`config.mk`:
```
export PLATFORM = sky130hd
export DESIGN_NAME = ssd_ascii_scan_driver
export DESIGN_NICKNAME = d
export VERILOG_FILES = /design/src/rtl/ssd_ascii_scan_driver.sv
export SDC_FILE = /design/constraint.sdc
export NUM_CORES = 1
export LEC_CHECK = 0
export ABC_CLOCK_PERIOD_IN_PS = 7000
export BUFFER_PORTS_ARGS = -buffer_cell sky130_fd_sc_hd__buf_2
export CAP_MARGIN = 10
export CORE_UTILIZATION = 53
export CTS_BUF_LIST = sky130_fd_sc_hd__clkbuf_4 sky130_fd_sc_hd__clkbuf_8
export DETAILED_ROUTE_END_ITERATION = 12
export PLACE_DENSITY = 0.82
export SLEW_MARGIN = 20
export SYNTH_ARGS = -nofsm -noshare
export SYNTH_HDL_FRONTEND = slang
export SYNTH_SLANG_ARGS = --single-unit
export TNS_END_PERCENT = 1
```
`constraint.sdc`:
```
create_clock -name clk -period 7 [get_ports clk]
set_input_delay 1.05 -clock clk [delete_from_list [all_inputs] [get_ports clk]]
set_output_delay 1.05 -clock clk [all_outputs]
set_load 0.02 [all_outputs]
```
`src/rtl/ssd_ascii_scan_driver.sv`:
```
// Four-digit common-anode seven-segment scan driver for ASCII words.
// A rising edge on ready_in captures a word; an optional blink blanks the anodes.
module ssd_ascii_scan_driver #(
  parameter int unsigned REFRESH_DIV = 100000,
  parameter int unsigned BLINK_DIV   = 125
) (
  input  logic        clk,
  input  logic        rst,
  input  logic [31:0] digits_in,
  input  logic        ready_in,
  input  logic        blink_en,
  output logic [6:0]  seg,
  output logic        dp,
  output logic [3:0]  an,
  output logic        load_ack
);

  localparam int unsigned REFRESH_W = (REFRESH_DIV > 1) ? $clog2(REFRESH_DIV) : 1;
  localparam int unsigned FRAME_W   = (BLINK_DIV > 1) ? $clog2(BLINK_DIV) : 1;
  localparam logic [REFRESH_W-1:0] REFRESH_MAX = REFRESH_W'(REFRESH_DIV - 1);
  localparam logic [FRAME_W-1:0]   FRAME_MAX   = FRAME_W'(BLINK_DIV - 1);

  logic [31:0]          r_disp;
  logic                 r_ready_q;
  logic [REFRESH_W-1:0] r_refresh_cnt;
  logic [1:0]           r_scan_idx;
  logic [FRAME_W-1:0]   r_frame_cnt;
  logic                 r_blink_on;
  logic [6:0]           r_seg;
  logic                 r_dp;
  logic [3:0]           r_an;
  logic                 r_load_ack;

  logic                 w_load;
  logic                 w_slot_end;
  logic                 w_frame_end;
  logic [7:0]           w_byte;
  logic [6:0]           w_seg;
  logic                 w_dp;
  logic [3:0]           w_an_scan;

  assign w_load      = ready_in & ~r_ready_q;
  assign w_slot_end  = (r_refresh_cnt == REFRESH_MAX);
  assign w_frame_end = w_slot_end & (r_scan_idx == 2'd3);

  // Byte and anode selection for the slot currently being scanned
  always_comb begin
    w_byte    = 8'h00;
    w_an_scan = 4'hF;
    case (r_scan_idx)
      2'd0: begin w_byte = r_disp[7:0];   w_an_scan = 4'b1110; end
      2'd1: begin w_byte = r_disp[15:8];  w_an_scan = 4'b1101; end
      2'd2: begin w_byte = r_disp[23:16]; w_an_scan = 4'b1011; end
      2'd3: begin w_byte = r_disp[31:24]; w_an_scan = 4'b0111; end
      default: begin w_byte = 8'h00;      w_an_scan = 4'hF;    end
    endcase
  end

  // ASCII to active-low {g,f,e,d,c,b,a}; unknown bytes light only the decimal point
  always_comb begin
    w_seg = 7'h7F;
    w_dp  = 1'b1;
    case (w_byte)
      8'h30: w_seg = 7'h40;
      8'h31: w_seg = 7'h79;
      8'h32: w_seg = 7'h24;
      8'h33: w_seg = 7'h30;
      8'h34: w_seg = 7'h19;
      8'h35: w_seg = 7'h12;
      8'h36: w_seg = 7'h02;
      8'h37: w_seg = 7'h78;
      8'h38: w_seg = 7'h00;
      8'h39: w_seg = 7'h10;
      8'h72: w_seg = 7'h2F;
      8'h64: w_seg = 7'h21;
      8'h6C: w_seg = 7'h47;
      8'h75: w_seg = 7'h63;
      8'h63: w_seg = 7'h27;
      8'h2D: w_seg = 7'h3F;
      8'h00,
      8'h20: w_seg = 7'h7F;
      default: begin
        w_seg = 7'h7F;
        w_dp  = 1'b0;
      end
    endcase
  end

  // Word capture on the rising edge of ready_in
  always_ff @(posedge clk) begin
    if (rst) begin
      r_ready_q  <= 1'b0;
      r_disp     <= '0;
      r_load_ack <= 1'b0;
    end else begin
      r_ready_q  <= ready_in;
      r_load_ack <= w_load;
      if (w_load) begin
        r_disp <= digits_in;
      end
    end
  end

  // Slot timer and digit index; a load never disturbs the scan phase
  always_ff @(posedge clk) begin
    if (rst) begin
      r_refresh_cnt <= '0;
      r_scan_idx    <= 2'd0;
    end else begin
      if (w_slot_end) begin
        r_refresh_cnt <= '0;
        r_scan_idx    <= r_scan_idx + 2'd1;
      end else begin
        r_refresh_cnt <= r_refresh_cnt + REFRESH_W'(1);
      end
    end
  end

  // Blink phase: counts full frames, restarts in the on phase after every load
  always_ff @(posedge clk) begin
    if (rst) begin
      r_frame_cnt <= '0;
      r_blink_on  <= 1'b1;
    end else if (w_load) begin
      r_frame_cnt <= '0;
      r_blink_on  <= 1'b1;
    end else if (w_frame_end) begin
      if (r_frame_cnt == FRAME_MAX) begin
        r_frame_cnt <= '0;
        r_blink_on  <= ~r_blink_on;
      end else begin
        r_frame_cnt <= r_frame_cnt + FRAME_W'(1);
      end
    end
  end

  // Registered display drive, one clock behind the scan state
  always_ff @(posedge clk) begin
    if (rst) begin
      r_seg <= 7'h7F;
      r_dp  <= 1'b1;
      r_an  <= 4'hF;
    end else begin
      r_seg <= w_seg;
      r_dp  <= w_dp;
      r_an  <= (blink_en & ~r_blink_on) ? 4'hF : w_an_scan;
    end
  end

  assign seg      = r_seg;
  assign dp       = r_dp;
  assign an       = r_an;
  assign load_ack = r_load_ack;

endmodule

```
Yosys cells after proc, flatten, opt, wreduce, memory -nomap -nowiden
Cells that the tools add are included.
{ "totals": {"register_bits": 73, "latch_bits": 0, "mem_bits_rw": 0, "rom_bits": 0, "output_inout_bits": 13, "mem_count": 0} }
{ "classes": {"add_sub_neg": 3, "n_mul": 0, "div": 0, "n_lt_le_gt_ge": 0, "n_eq_ne": 22, "n_shift": 0, "mux": 5, "bitwise_logic": 5, "n_reduce_logical": 7} }
{ "op_table": {"columns": ["operator", "n"], "rows": [
  ["7-bit case mux with 16 select lines", 1],
  ["8-bit by 6-bit equality test with 1-bit output (second input constant)", 12],
  ["8-bit by 7-bit equality test with 1-bit output (second input constant)", 5],
  ["8-bit case mux with 4 select lines", 1],
  ["18-bit OR reduction", 1],
  ["17-bit by 1-bit adder with 17-bit output (second input constant)", 1],
  ["17-bit equality test (second input constant)", 1],
  ["4-bit case mux with 4 select lines", 1],
  ["8-bit logical NOT", 1],
  ["7-bit by 1-bit adder with 7-bit output (second input constant)", 1],
  ["7-bit equality test (second input constant)", 1],
  ["7-bit two-way mux", 1],
  ["2-bit OR reduction", 3],
  ["2-bit equality test (second input constant)", 2],
  ["1-bit bitwise AND", 3],
  ["2-bit by 1-bit adder with 2-bit output (second input constant)", 1],
  ["2-bit by 1-bit equality test with 1-bit output (second input constant)", 1],
  ["2-bit logical NOT", 1],
  ["1-bit inverter", 2],
  ["2-bit AND reduction", 1],
  ["1-bit two-way mux", 1]
]} }

Depth between registers and ports, before layout
{ "logic_depth": {"depth_word": 5, "mapped_depth": 10, "mapped_depth_nobuf": 8} }

Least setup slack after synthesis
OpenSTA, ideal clock, no wires.
{ "synth_timing": {"path_kind": "reg-to-reg", "from": "register r_scan_idx[0]", "to": "register r_seg[2], in the netlist seg[2]", "setup_time_ns": 0.146, "arrival_time_ns": 2.202, "t_required_ns": 6.854, "slack_ns": 4.653, "stages_incl_launch_ff": 10, "path_buffers": 1, "cell_sequence": "dfxtp_1 inv_1 ha_1 buf_4 a222oi_1 mux2i_2 xnor2_1 or4_1 nand4_2 o221ai_1"} }
{ "synth_via": {"elab_chain_len": 4, "word_cells_on_any_way": 22, "cone_classes": "19 x eq/ne; 2 x mux; 1 x reduce/logical"} }
{ "synth_rtl": {"columns": ["item", "line", "source"], "rows": [
  ["start, declared", "26", "logic [1:0] r_scan_idx;"],
  ["start signal, assigned", "112", "r_scan_idx <= r_scan_idx + 2'd1;"],
  ["2-bit equality test, or another cell as far along", "50", "case (r_scan_idx)"],
  ["8-bit case mux with 4 select lines *", "50", null],
  ["8-bit by 6-bit equality test with 1-bit output / 8-bit by 7-bit equality test with 1-bit output (equally long branches)", "63", "case (w_byte)"],
  ["7-bit case mux with 16 select lines *", "63", null],
  ["end signal, assigned", "144", "r_seg <= w_seg;"],
  ["end, declared", "29", "logic [6:0] r_seg;"]
]} }
Mark *: on every way between the ends. The rest lies on a longest branch, timed or not.
A chain may end at the register's enable or synchronous reset.

Final worst setup path
{ "layout_timing": {"from": "register r_scan_idx[0]", "to": "register r_dp, in the netlist dp"} }
{ "layout_via": {"elab_chain_len": 5, "word_cells_on_any_way": 25, "cone_classes": "20 x eq/ne; 2 x mux; 3 x reduce/logical"} }
{ "layout_rtl": {"columns": ["item", "line", "source"], "rows": [
  ["2-bit equality test, or another cell as far along", "50", null],
  ["8-bit case mux with 4 select lines *", "50", null],
  ["8-bit by 6-bit equality test with 1-bit output, or another cell as far along", "63", null],
  ["18-bit OR reduction (no source line) *", null, null],
  ["1-bit two-way mux *", "63", null],
  ["end signal, assigned", "145", "r_dp <= w_dp;"],
  ["end, declared", "30", "logic r_dp;"]
]} }
Marks and branches as above.

==> impl_metrics.env <==
export IMPL_grt_max_degree=36
export IMPL_syn_num_nets=373
export IMPL_grt_pass1_vias=2355
export IMPL_yosysWarnings=0
export IMPL_final_common_cell="dfxtp_1"
export IMPL_syn_area_per_cell_um2=9.460
export IMPL_portBuffers=48
export IMPL_gr_total_overflow=0
export IMPL_drv_cap=0
export IMPL_min_delay_worst_endpoint="r_refresh_cnt[0]$_SDFF_PP0_"
export IMPL_die_area_mm2=0.006201
export IMPL_dpl_instance_area_mm2=0.003356
export IMPL_min_delay_path_depth=1
export IMPL_min_period_ns=3.113
export IMPL_r2r_start="r_scan_idx[0]$_SDFFE_PP0N_"
export IMPL_comb_power_share=0.067
export IMPL_ant_nets=0
export IMPL_arrival_ns=3.40
export IMPL_fin_crit_sh=0.4447
export IMPL_hpwl_um=4451
export IMPL_synthFlopType="dfxtp_1"
export IMPL_antenna_found_initial=0
export IMPL_cp_end_kind="flip-flop"
export IMPL_startpoint_type="flip-flop"
export IMPL_synth_distinct_cells=44
export IMPL_track_usage=0.2286
export IMPL_clkTransAtPathRegs_ns=0.07
export IMPL_num_vias=2569
export IMPL_ff2ff_path_depth=7
export IMPL_cts_hold_buf=0
export IMPL_drive_above_1_share=0.1968
export IMPL_r2r_slack_ns=3.89
export IMPL_cts_tree="done"
export IMPL_p_leak_nw=1.431
export IMPL_timing_fmax_mhz=321.3
export IMPL_synth_seq_cells=73
export IMPL_p_int_w=0.0006986
export IMPL_netlist_instances=330
export IMPL_via_per_inst=5.734
export IMPL_n_antenna_cell=0
export IMPL_max_vdd_ir_drop_uv=164.3
export IMPL_path_class="flip-flop to flip-flop"
export IMPL_gp_congestion=0.8746
export IMPL_synth_seq_area_share=0.4681
export IMPL_slew_headroom=0.3628
export IMPL_die_x_um=78.75
export IMPL_detail_route_wl_per_cell_um=14.53
export IMPL_drt_iter0_drc=141
export IMPL_postCtsSetupRepairBufs=0
export IMPL_drt_first_pass_iters=4
export IMPL_finish_utilization=0.6426
export IMPL_swShare=0.2242
export IMPL_cts_buffers=9
export IMPL_fp_row_count=27
export IMPL_cp_required_ns=7.29
export IMPL_hold_start="r_refresh_cnt[0]$_SDFF_PP0_"
export IMPL_io_pins=49
export IMPL_core_area_mm2=0.005608
export IMPL_status="finished clean"
export IMPL_grt_pass1_wl_um=10910
export IMPL_area_growth_pct=15.43
export IMPL_drc_errors=0
export IMPL_start_util=0.5567
export IMPL_cts_resized=0
export IMPL_hold_class="flip-flop to flip-flop"
export IMPL_timing_rr_end="dp$_SDFF_PP1_"
export IMPL_clock_sinks=73
export IMPL_finalClockSkew_ns=0.005692
export IMPL_clockBufferDepth=2
export IMPL_p_clk_frac=0.447
export IMPL_stdcell_area_mm2=0.003603
export IMPL_clk_insertion_delay_late_ns=0.35
export IMPL_final_cell_mix="dfxtp_1 (73), buf_2 (48), nor2_1 (37), a22o_1 (36), nand2_1 (23)"
export IMPL_worstMarginPinSlew_ns=0.9292
export IMPL_synth_area_mm2=0.003122
export IMPL_synth_edf_count=0
export IMPL_holdWs_ns=0.4756
export IMPL_p_switching_w=0.0002019
export IMPL_setup_viol=0
export IMPL_maxSlewViolCount=0
export IMPL_cp_max_fo=17
export IMPL_tns_ns=0
export IMPL_nNetsFinal=414
export IMPL_hold_violations=0
export IMPL_synthArstFlopShare=0
export IMPL_powerDensity_mw_per_mm2=249.9
export IMPL_rsz0062_at_grt="no"
export IMPL_seqPwrFrac=0.486
export IMPL_drt_total_wl_um=6510
export IMPL_die_h_um=78.75
export IMPL_cts_root_buf="clkbuf_8"
export IMPL_cts_htree_levels=3
## worst max-delay path: stages (launching register included)
cell and delay (ns):
dfxtp_1 0.35, inv_1 0.10, ha_1 0.62, mux2i_1 0.85, nand2_1 0.14, o41ai_1 0.67
nor3b_1 0.17, nand3b_1 0.14
## cell type report
| class | count | area [µm²] |
|---|---|---|
| clock inverter | 6 | 115.1 |
| clock buffer | 10 | 131.4 |
| fill | 492 | 2004 |
| sequential | 73 | 1461 |
| inverter | 18 | 67.56 |
| timing repair buffer | 49 | 247.7 |
| multi-input combinational | 220 | 1490 |
| tap | 72 | 90.09 |
## Yosys cell counts (2+ instances only)
| library cell | number | area (µm²) |
|---|---|---|
| dfxtp_1 | 73 | 1461 |
| nor4_1 | 2 | 12.51 |
| mux2_2 | 2 | 22.52 |
| or4_1 | 3 | 22.52 |
| nand4_1 | 9 | 56.30 |
| inv_1 | 18 | 67.56 |
| clkbuf_1 | 11 | 41.29 |
| nor2_1 | 37 | 138.9 |
| nor3_1 | 6 | 30.03 |
| xnor2_1 | 11 | 96.34 |
| buf_4 | 2 | 15.01 |
| o211ai_1 | 3 | 22.52 |
| mux2i_2 | 2 | 27.53 |
| buf_6 | 2 | 22.52 |
| or2_2 | 2 | 12.51 |
| nand3b_1 | 2 | 15.01 |
| a21oi_1 | 11 | 55.05 |
| and4_1 | 4 | 35.03 |
| mux2i_1 | 2 | 20.02 |
| xor2_1 | 15 | 131.4 |
| a22o_1 | 36 | 315.3 |
| nand2_1 | 23 | 86.33 |
| nor4b_1 | 2 | 17.52 |
| a222oi_1 | 4 | 40.04 |
| buf_2 | 2 | 10.01 |
| nand3_1 | 13 | 65.06 |
| o21ai_0 | 3 | 15.01 |
| ha_1 | 7 | 87.58 |
| a22oi_1 | 7 | 52.55 |
| nor2b_1 | 2 | 12.51 |
## state kept, by name (all words and copies together) (netlist names)
signal         cells
r_disp            32
r_refresh_cnt     17
r_frame_cnt        7
seg                7
an                 4
r_scan_idx         2
dp                 1
load_ack           1
r_blink_on         1
r_ready_q          1
## worst max path at each step
| stage | start | end | slack (ns) | cells past startpoint |
|---|---|---|---|---|
| finish | r_scan_idx[0]$_SDFFE_PP0N_ | dp$_SDFF_PP1_ | 3.89 | 7 |
| global route | r_scan_idx[0]$_SDFFE_PP0N_ | dp$_SDFF_PP1_ | 3.49 | 7 |
| CTS | r_scan_idx[0]$_SDFFE_PP0N_ | dp$_SDFF_PP1_ | 3.93 | 7 |
| detailed placement | r_scan_idx[0]$_SDFFE_PP0N_ | dp$_SDFF_PP1_ | 3.98 | 7 |
| global placement | r_scan_idx[0]$_SDFFE_PP0N_ | seg[2]$_SDFF_PP1_ | 4.08 | 7 |
| floorplan | r_scan_idx[0]$_SDFFE_PP0N_ | seg[2]$_SDFF_PP1_ | 4.65 | 9 |
## cells by family (layout without fill, tap and decap cells)
kind of cell | after synthesis | in the layout | synth area share
XOR/XNOR | 26 | 26 | 0.07295
multiplexers | 6 | 6 | 0.02245
flip-flops | 73 | 73 | 0.4681
AO/OA/AOI/OAI | 70 | 70 | 0.1752
buffers and inverters | 37 | 83 | 0.05611
AND/OR/NAND/NOR | 111 | 111 | 0.1772
adder cells (fa/ha/maj) | 7 | 7 | 0.02805
## per-stage QoR
stage | setup WS, ns | power, W | std cells
after floorplan | 4.653 | 0.0004856 | 330
after global placement | 4.075 | 0.0005063 | 432
after detailed placement | 3.984 | 0.0005069 | 432
after CTS | 3.933 | 0.0009046 | 448
after global routing | 3.490 | 0.0009312 | 448
final | 3.887 | 0.0009005 | 448
## layer usage
metal	wire (µm)	track usage	vias up
met4	164	0.1333	0
met2	2986	0.3470	90
met5	0	0	-
met1	2977	0.2972	1196
li1	-	-	1267
met3	382	0.05172	16
## power by group through the flow
stage	logic, W	registers (W)	clock network (W)
after floorplan	0.0000384	0.000447	0
after global placement	0.0000595	0.000447	0
after detailed placement	0.0000596	0.000447	0
after CTS	0.0000603	0.000438	0.000407
after global routing	0.0000672	0.000439	0.000425
final	0.0000603	0.000438	0.000402
Power figures use the tool's default switching activity.
